===== src/rtl/cam_pkg.sv =====
// Shared definitions for the CAM request sequencer.
// Holds the op codes, the sequencer state enum and the default CAM sizing.
package cam_pkg;

  localparam int         DEF_NB_MEM    = 16;
  localparam int         DEF_SIZE_ADDR = 4;
  localparam logic [7:0] DEF_FILL      = 8'hFF;

  localparam logic [1:0] OP_LOOKUP = 2'b00;
  localparam logic [1:0] OP_WRITE  = 2'b01;
  localparam logic [1:0] OP_INVAL  = 2'b10;
  localparam logic [1:0] OP_RSVD   = 2'b11;

  typedef enum logic [2:0] {
    ST_INIT,
    ST_IDLE,
    ST_WRITE,
    ST_LOOK,
    ST_CAPT,
    ST_RESP
  } seq_state_t;

  // Write and invalidate share the single-cycle CAM write path.
  function automatic logic is_store_op(input logic [1:0] op);
    return (op == OP_WRITE) || (op == OP_INVAL);
  endfunction

endpackage


===== src/rtl/cam_seq.sv =====
// Request sequencer in front of a 16-entry CAM: init sweep, write/invalidate/lookup
// requests, and a per-entry valid bitmap that masks filler and stale hits.
module cam_seq
  import cam_pkg::*;
#(
  parameter int         NB_MEM    = DEF_NB_MEM,
  parameter int         SIZE_ADDR = DEF_SIZE_ADDR,
  parameter logic [7:0] FILL      = DEF_FILL
) (
  input  logic                 clk,
  input  logic                 rst_n,
  input  logic                 req_valid,
  output logic                 req_ready,
  input  logic [1:0]           req_op,
  input  logic [SIZE_ADDR-1:0] req_addr,
  input  logic [7:0]           req_data,
  output logic                 rsp_valid,
  input  logic                 rsp_ready,
  output logic                 rsp_hit,
  output logic [SIZE_ADDR-1:0] rsp_idx,
  output logic                 init_done,
  output logic                 cam_enable,
  output logic                 cam_write,
  output logic [SIZE_ADDR:0]   cam_addr,
  output logic [7:0]           cam_data,
  input  logic [SIZE_ADDR:0]   cam_out,
  input  logic                 cam_found
);

  localparam logic [SIZE_ADDR-1:0] LAST_IDX = SIZE_ADDR'(NB_MEM - 1);

  seq_state_t           state;
  logic [SIZE_ADDR-1:0] init_cnt;
  logic [SIZE_ADDR-1:0] addr_q;
  logic [1:0]           op_q;
  logic [NB_MEM-1:0]    valid;

  logic [SIZE_ADDR-1:0] match_idx;
  logic                 match_hit;
  logic                 unused_cam_out_msb;

  // The CAM reports a raw match; only entries we have written count as hits.
  assign match_idx          = cam_out[SIZE_ADDR-1:0];
  assign match_hit          = cam_found & valid[match_idx];
  assign unused_cam_out_msb = cam_out[SIZE_ADDR];

  always_ff @(posedge clk or negedge rst_n) begin
    if (!rst_n) begin
      state      <= ST_INIT;
      init_cnt   <= '0;
      addr_q     <= '0;
      op_q       <= OP_LOOKUP;
      valid      <= '0;
      req_ready  <= 1'b0;
      rsp_valid  <= 1'b0;
      rsp_hit    <= 1'b0;
      rsp_idx    <= '0;
      init_done  <= 1'b0;
      cam_enable <= 1'b0;
      cam_write  <= 1'b0;
      cam_addr   <= '0;
      cam_data   <= '0;
    end else begin
      case (state)
        ST_INIT: begin
          cam_enable <= 1'b0;
          cam_write  <= 1'b1;
          cam_addr   <= {1'b0, init_cnt};
          cam_data   <= FILL;
          init_cnt   <= init_cnt + 1'b1;
          if (init_cnt == LAST_IDX) begin
            state     <= ST_IDLE;
            init_done <= 1'b1;
            req_ready <= 1'b1;
          end
        end

        // CAM strobes for the accepted op are registered here so they are
        // live for exactly the following WRITE or LOOK cycle.
        ST_IDLE: begin
          cam_enable <= 1'b0;
          cam_write  <= 1'b0;
          if (req_valid) begin
            op_q   <= req_op;
            addr_q <= req_addr;
            if (req_op == OP_LOOKUP) begin
              state      <= ST_LOOK;
              req_ready  <= 1'b0;
              cam_enable <= 1'b1;
              cam_data   <= req_data;
            end else if (is_store_op(req_op)) begin
              state     <= ST_WRITE;
              req_ready <= 1'b0;
              cam_write <= 1'b1;
              cam_addr  <= {1'b0, req_addr};
              cam_data  <= (req_op == OP_INVAL) ? FILL : req_data;
            end
          end
        end

        ST_WRITE: begin
          cam_write     <= 1'b0;
          valid[addr_q] <= (op_q == OP_WRITE);
          state         <= ST_IDLE;
          req_ready     <= 1'b1;
        end

        // cam_data keeps the key through CAPT so the CAM's index output stays valid.
        ST_LOOK: begin
          cam_enable <= 1'b0;
          state      <= ST_CAPT;
        end

        ST_CAPT: begin
          rsp_hit   <= match_hit;
          rsp_idx   <= match_hit ? match_idx : '0;
          rsp_valid <= 1'b1;
          state     <= ST_RESP;
        end

        ST_RESP: begin
          if (rsp_ready) begin
            rsp_valid <= 1'b0;
            req_ready <= 1'b1;
            state     <= ST_IDLE;
          end
        end

        default: begin
          state <= ST_INIT;
        end
      endcase
    end
  end

endmodule

===== config.mk =====
export PLATFORM = sky130hd
export DESIGN_NAME = cam_seq
export DESIGN_NICKNAME = d
export VERILOG_FILES = /design/src/rtl/cam_pkg.sv /design/src/rtl/cam_seq.sv
export SDC_FILE = /design/constraint.sdc
export NUM_CORES = 1
export LEC_CHECK = 0
export ABC_AREA = 1
export CORE_UTILIZATION = 45
export DETAILED_ROUTE_END_ITERATION = 8
export PLACE_DENSITY = 0.7
export SLEW_MARGIN = 10
export SYNTH_ARGS = -nofsm -noshare
export SYNTH_HDL_FRONTEND = slang
export SYNTH_SLANG_ARGS = --single-unit

===== constraint.sdc =====
create_clock -name clk -period 1.85 [get_ports clk]
set_clock_uncertainty 0.2 [all_clocks]
set_input_delay 0.2775 -clock clk [delete_from_list [all_inputs] [get_ports clk]]
set_output_delay 0.2775 -clock clk [all_outputs]
set_load 0.01 [all_outputs]

* After elaboration in Yosys (flattened, before gate mapping)
Index checks and enable logic that the tools add are counted. W data, S select, Z words.
Storage, ports and cells: bits in registers 52, input bits 24, output and inout bits 23, logic and storage cells 87
Cells by class: add/subtract/negate cells 1, magnitude comparators 3, equality and inequality tests 15, multiplexer cells 36, bitwise logic cells 1, reduce and logical (&&, ||, !) cells 17
Operators by type and width (number):
- $mux W8 | 4
- $pmux W3 S6 | 1
- $bwmux W16 | 1
- $pmux W8 S2 | 1
- $mux W3 | 5
- $mux W5 | 3
- $mux W1 | 13
- $lt A4 B5 Y1 const B | 2
- $ne A2 B2 Y1 const B | 5
- $pmux W5 S2 | 1
- $reduce_and A4 Y1 | 2
- $eq A3 B2 Y1 const B | 2
- $eq A3 B3 Y1 const B | 2
- $reduce_and A2 Y1 | 3
- $reduce_bool A2 Y1 | 3
- $reduce_and A5 Y1 | 1
- $add A4 B1 Y4 const B | 1
- $bmux W1 S4 | 1
- $demux W1 S4 | 1
- $eq A2 B1 Y1 const B | 2
- $eq A4 B4 Y1 const B | 1
- $ge A4 B1 Y1 const B | 1
- $mux W4 | 1
- $pmux W1 S2 | 2
- other kinds (14) | 14

* Depth between registers and ports, before layout
depth after elaboration 6, depth in mapped cells 10, depth with buffers taken out 9

* Worst setup path before layout
OpenSTA, ideal clock, no wires.
kind reg2reg, start register state[1], end register cam_data[0], setup time 0.140 ns, arrival time 1.299 ns, data required time 1.510 ns, path slack 0.211 ns, stages on the path, launching flop included 7, buffers on the path 0, period minus slack after synthesis 1.639 ns, path through dfrtp_1 > nor3_4 > o21ai_0 > nand2_2 > clkinv_2 > nor2_1 > a21oi_1
Between the ends: cells in the longest elaborated chain, start to end 3, elaborated cells between the ends (all ways) 7, classes of those cells eq/ne (3); mux (1); reduce/logical (3)
RTL lines:
- start, declared | line cam_seq.sv:32 | seq_state_t state;
- start signal, assigned | line cam_seq.sv:49 | state <= ST_INIT;
- start signal, assigned | line cam_seq.sv:72 | state <= ST_IDLE;
- start signal, assigned | line cam_seq.sv:87 | state <= ST_LOOK;
- $eq A3 B1 Y1 / $logic_not A3 Y1 (equally long branches) | line cam_seq.sv:64 | case (state)
- $ne A3 B3 Y1 (no line) (tied with other cells)
- $reduce_and A3 Y1 (no line)
- end signal, assigned | line cam_seq.sv:90 | cam_data <= req_data;
- end signal, assigned | line cam_seq.sv:96 | cam_data <= (req_op == OP_INVAL) ? FILL : req_data;
- end, declared | line cam_seq.sv:25 | output logic [7:0] cam_data,
Several ways; a longest one is shown, not always the timed one. A chain may end at the register's enable or synchronous reset.

* Final worst setup path
start register state[2], end register cam_data[1]
Same word-level chain as after synthesis.

==> impl_metrics.json <==
{
  "status": "completed",
  "end_kind": "register",
  "synthTopCellsByArea": "dfrtp_1 (51%), nand2_1 (10%), inv_1 (6.1%)",
  "multiInputGateArea_um2": 1040,
  "grt_first_pass_wirelength_um": 9246,
  "cts_tree": "built",
  "grt_pass1_vias": 2027,
  "die_y_um": 76.78,
  "drv_cap": 0,
  "drt_iter0_drc": 144,
  "route.detailed.drc": 0,
  "hold_viol": 0,
  "dp_hpwl_um": 3967,
  "gp_congestion": 0.8169,
  "clkTransAtPathRegs_ps": 90,
  "antenna_left": 0,
  "die_w_um": 76.78,
  "num_rows": 26,
  "criticalPathCategory": "reg2reg",
  "yosysMostFrequentCell": "nand2_1",
  "nets": 385,
  "synth_edf_count": 0,
  "dr.pass1.iters": 4,
  "syn-instance-count": 294,
  "crit_required_ps": 1840,
  "syn_nets": 322,
  "antenna_found_initial": 0,
  "synth_ff_type": "dfrtp_1",
  "power_density_nw_per_um2": 1483,
  "grt_max_degree": 25,
  "seq_area_frac_synth_pct": 50.72,
  "post-route-util_pct": 62.18,
  "portBuffers": 44,
  "vias": 2104,
  "routedWlPerCell_um": 12.14,
  "async_reset_ff_share_pct": 100.0,
  "cts.sinks": 51,
  "fmax_mhz": 560.3,
  "slew_viol_final": 0,
  "start_util_pct": 48.04,
  "yosysUniqueCellTypes": 27,
  "syn_to_final_growth_pct": 29.44,
  "fin_crit_ps": 1785,
  "overflow": 0,
  "drt_wl_total_um": 5198,
  "startpoint_type": "register",
  "numCtsBuffers": 5,
  "synthTopCellsByCount": "nand2_1 (69), dfrtp_1 (51), inv_1 (41)",
  "fin_crit_sh_pct": 96.47,
  "syn_area_um2": 2516,
  "peakVddDrop_mv": 0.8777,
  "fillers": 482,
  "final-setup-viol-count": 0,
  "dieArea_um2": 5894,
  "insertion_delay_ps": 300,
  "setup_tns_ps": 0,
  "coreArea_um2": 5238,
  "io_pins": 47,
  "ff_latch_area_um2": 1279,
  "synth.top_cell.area_share_pct": 50.72,
  "n_antenna_cell": 0,
  "worstHoldPathType": "in2async",
  "yosysWarningCount": 0,
  "arrival_ps": 1770,
  "cts-root-buf": "clkbuf_8",
  "htree_num_levels": 2,
  "critPathMaxFanout": 8,
  "synth_area_per_cell_um2": 8.558,
  "clockBufferDepth": 2,
  "grt_use_total_pct": 19.65,
  "p_leak_nw": 1.587,
  "yosysTopAreaCell": "dfrtp_1",
  "tightest_slew_ps": 510.5,
  "drive_gt1_share_pct": 11.73,
  "ys_ff_latch": 51,
  "vias_per_cell": 4.916,
  "relSlewSlack_pct": 65.89,
  "hold_ws_ps": 262.4
}
[final timing paths]
check | startpoint | end | slack, ps | cells past startpoint
min reg2reg | init_done$_DFFE_PN0P_ | init_done$_DFFE_PN0P_ | 280 | 1
max | state[2]$_DFFE_PN0P_ | cam_data[1]$_DFFE_PN0P_ | 70 | 6
max reg2reg | state[2]$_DFFE_PN0P_ | cam_data[1]$_DFFE_PN0P_ | 70 | 6
min in group clk | init_done$_DFFE_PN0P_ | init_done$_DFFE_PN0P_ | 280 | 1
max in group asynchronous | rst_n | cam_data[0]$_DFFE_PN0P_ | 680 | 3
min | rst_n | cam_addr[0]$_DFFE_PN0P_ | 260 | 2
[stage by stage]
stage | cell area (µm²) | instances | setup WS [ps] | total power [mW]
final | 3257 | 428 | 65.24 | 4.830
after CTS | 3236 | 426 | 28.78 | 4.851
after detailed placement | 3126 | 417 | -219.0 | 4.148
after global placement | 3126 | 417 | -142.5 | 4.083
after floorplan | 2516 | 294 | 211.1 | 3.268
after global routing | 3257 | 428 | -2.929 | 5.257
[state kept, by name, summed over array words and instances, names as in the netlist]
| name | flops |
|---|---|
| valid | 16 |
| rsp_valid | 1 |
| rsp_idx | 4 |
| rsp_hit | 1 |
| addr_q | 4 |
| cam_write | 1 |
| cam_addr | 4 |
| state | 3 |
| init_cnt | 4 |
| init_done | 1 |
| cam_data | 8 |
| op_q | 2 |
| req_ready | 1 |
| cam_enable | 1 |
[layout by cell type (no fill, tap or decap)]
cell / count
conb_1: 1
clkbuf_8: 7
buf_4: 14
clkdlybuf4s50_1: 43
nor3_1: 2
a41o_1: 1
dlygate4sd3_1: 1
a31oi_1: 17
dfrtp_1: 49
nand3_1: 21
nor4_4: 1
dfrtp_2: 2
nand2_1: 69
inv_1: 41
clkinv_2: 1
xor2_1: 2
a21oi_1: 28
buf_12: 1
ha_1: 4
nand2_2: 2
inv_4: 1
o21ai_1: 1
buf_2: 1
a21oi_4: 1
xnor2_1: 1
clkbuf_1: 1
nor2_8: 1
o21ai_0: 13
buf_6: 1
nor2_4: 2
nor2_1: 21
nor3_4: 5
inv_2: 1
or2_2: 1
[metal layers]
metal	GRT usage (%)	share of wire, %	vias to the layer above
met1	25.68	46	976
li1	-	-	1075
met5	0	0	-
met4	5.962	1.1	0
met2	32.95	49	46
met3	3.690	4.0	7
[cells by family (layout without fill, tap and decap cells)]
kind of cell,Yosys count,count (layout),share of synthesized area (%)
AND/OR/NAND/NOR,125,125,24.52
AO/OA/AOI/OAI,61,61,13.63
flip-flops,51,51,50.72
XOR/XNOR,3,3,1.044
other,1,1,0.1490
buffers and inverters,49,113,7.956
adder cells (fa/ha/maj),4,4,1.989
[cell type report]
type                       count  area share, %
inverter                      44          5.186
sequential                    51          39.26
timing repair buffer          61          17.86
tap                           70          2.689
clock buffer                   8          3.073
multi-input combinational    194          31.92
[worst max-delay path, cell delays in order, from the launching register on]
cell	delay, ps
dfrtp_2	470
nor3_4	240
buf_6	160
inv_4	70
nor4_4	270
buf_4	190
a21oi_1	70
[what timing repair did]
action	CTS	global route
hold endpoints to repair	18	0
resized for setup	0	4
hold buffers	1	0
endpoints found under the setup margin	0	11
setup buffers	0	2
[where the power goes]
part | total, mW | switching (mW) | leakage (nW) | internal (mW)
Sequential | 1.93 | 0.344 | 0.624 | 1.59
Combinational | 2.22 | 1.25 | 0.911 | 0.968
Clock | 0.683 | 0.341 | 0.0515 | 0.342
Total | 4.83 | 1.93 | 1.59 | 2.90
Power figures use the tool's default switching activity.
==> RTL edit, RTL diff (same settings) <==
Reset style: synchronous (`rst_n`), changed in one clocked block.
--- a/src/rtl/cam_seq.sv
+++ b/src/rtl/cam_seq.sv
@@ -46,3 +46,3 @@
 
-  always_ff @(posedge clk or negedge rst_n) begin
+  always_ff @(posedge clk) begin
     if (!rst_n) begin
Formal check against the unedited RTL: differs if rst_n is asserted again (counterexample within 4 cycles, from zero or initial values and one cycle with rst_n low); with rst_n held inactive, the same outputs for 10 cycles.
==> RTL edit against the unedited design <==
Via count increased by 5.8%; cell area decreased by 6.5%; sequential share of layout area decreased by 5.7 points; area after synthesis decreased by 5.6%; sequential cell count unchanged; critical path depth decreased by 5; global-route usage increased by 0.64 points; routed wire length increased by 2.6%; setup slack improved by 84 ps; critical endpoint is now cam_write; highest routed layer unchanged.
Power is not compared: it rests on default switching activity, and its combinational part moved more than twofold at a synthesized area within 25%.
==> RTL edit: results (changes against the unedited design) <==
* Via count at 2225 (+5.8%)
* Async set-reset flop share out of synthesis at 0% (-100 points)
* Worst reg2reg path depth at 8 (+2)
* Slowest stage delay, CP at 550 ps (+80 ps)
* Total nets after synthesis at 349 (+8.4%)
* Vias in the first global route at 1980 (-2.3%)
* Status: complete, no violations
* CP max stage cell: clkdlybuf4s50_1
* Nets at 403 (+4.7%)
* Synth area leaders: dfxtp_1 (43%), o21ai_0 (8.6%), inv_1 (7.1%), nor2_1 (7.0%), nand2_1 (5.7%)
* Critical path fanouts, max at 2 (-6)
* Kind of cell adding the most delay to the critical path: buffers and inverters
* Reg-to-reg endpoint: cam_data[1]
* GPL Wtd Cong at 0.768 (-6.0%)
* GRT Overall Usage at 20.3% (+0.64 points)
* First-pass GRT wire length at 8520 µm (-7.8%)
* Most frequent cells after synthesis: dfxtp_1 (51), inv_1 (45), nor2_1 (44)
* Minimum setup slack among reg-to-reg paths at 180 ps (+110 ps)
* Layout cell share with drive strength beyond 1 at 10.9% (-0.83 points)
* 1st-iter DRT viols at 95 (-34%)
* Sequential element share of the synthesized area at 43.0% (-7.7 points)
* Worst r2r src: state[0]
* Internal cell power at ~1.6 mW
* Avg WL per Cell at 12.0 µm (-1.5%)
* Worst hold path type: reg2reg
* Largest net degree at the start of global routing at 21 (-16%)
* Hpwl dp at 3910 µm (-1.4%)
* # diodes at 0 (unchanged)
* # H-tree levels at 2 (unchanged)
* Synth cell types at 32 (+19%)
* Core ar. at 5110 µm² (-2.5%)
* Post-synth top flop: dfxtp_1
## RTL edit: cell types whose count changed in the layout (fill, tap and decap cells not counted), sizes merged, moves of 3 or more
cell | before | now
o311a | 0 | 9
dfxtp | 0 | 51
dfrtp | 51 | 0
a31oi | 17 | 2
a21oi | 29 | 21
nand3 | 21 | 28
inv | 43 | 47
nor2 | 24 | 49
nand2 | 71 | 38
nand4 | 0 | 3
buf | 17 | 12
o21ai | 14 | 45
## RTL edit: how the worst max path moves through the flow
| stage | start | endpoint | depth (start not counted) |
|---|---|---|---|
| 2_1_floorplan | state[0] | cam_data[0] | 9 |
| 3_3_place_gp | req_op[1] | cam_addr[2] | 8 |
| 3_5_place_dp | cam_out[0] | rsp_idx[3] | 9 |
| 4_1_cts | state[2] | cam_data[1] | 8 |
| 5_1_grt | state[0] | cam_data[4] | 8 |
| 6_report | cam_write | cam_write | 1 |
## RTL edit: layout make-up
cell class	count	area, µm²
well taps	70	87.6
inverters	48	183
repair buffers	56	531
clock buffers	8	100
multi-input cells	213	1120
flip-flops and latches	51	1020
fillers	502	2060
## RTL edit: per-stage QoR
stage | hold WS [ps] | std cells | area [µm²] | power (mW) | worst slack, ps
5_1_grt | 291 | 446 | 3050 | 2.09 | 6.27
2_1_floorplan | 212 | 321 | 2370 | 1.23 | 314
3_5_place_dp | 257 | 438 | 2940 | 1.34 | -108
4_1_cts | 271 | 446 | 3040 | 2.03 | 108
6_report | 266 | 446 | 3050 | 2.01 | 149
3_3_place_gp | 252 | 438 | 2940 | 1.33 | -88.3
## RTL edit: routing by layer
| layer | GRT usage, % | part of all wire, % | up-vias |
|---|---|---|---|
| met2 | 36.2 | 48 | 51 |
| met1 | 24.0 | 47 | 1001 |
| li1 | - | - | 1165 |
| met3 | 4.02 | 3.8 | 8 |
| met4 | 7.55 | 1.4 | 0 |
| met5 | 0 | 0 | - |
## RTL edit: timing repair
item	4_1_cts	5_1_grt
endpoints found under the setup margin	0	12
hold buffers	0	0
resized for setup	0	6
## RTL edit: power groups by stage
stage | clock network (mW) | logic [mW] | registers (mW)
after floorplan | 0 | 0.0699 | 1.16
after global routing | 0.757 | 0.200 | 1.13
after global placement | 0 | 0.179 | 1.16
after CTS | 0.716 | 0.182 | 1.13
after detailed placement | 0 | 0.180 | 1.16
final | 0.698 | 0.182 | 1.13
## RTL edit: cell families (layout without fill, tap and decap cells)
kind of cell             Yosys count  count (layout)  share of synthesized area (%)
buffers and inverters             57             112                           9.96
AND/OR/NAND/NOR                  129             129                           25.6
adder cells (fa/ha/maj)            4               4                           2.11
other                              1               1                          0.158
AO/OA/AOI/OAI                     79              79                           19.2
flip-flops                        51              51                           43.0
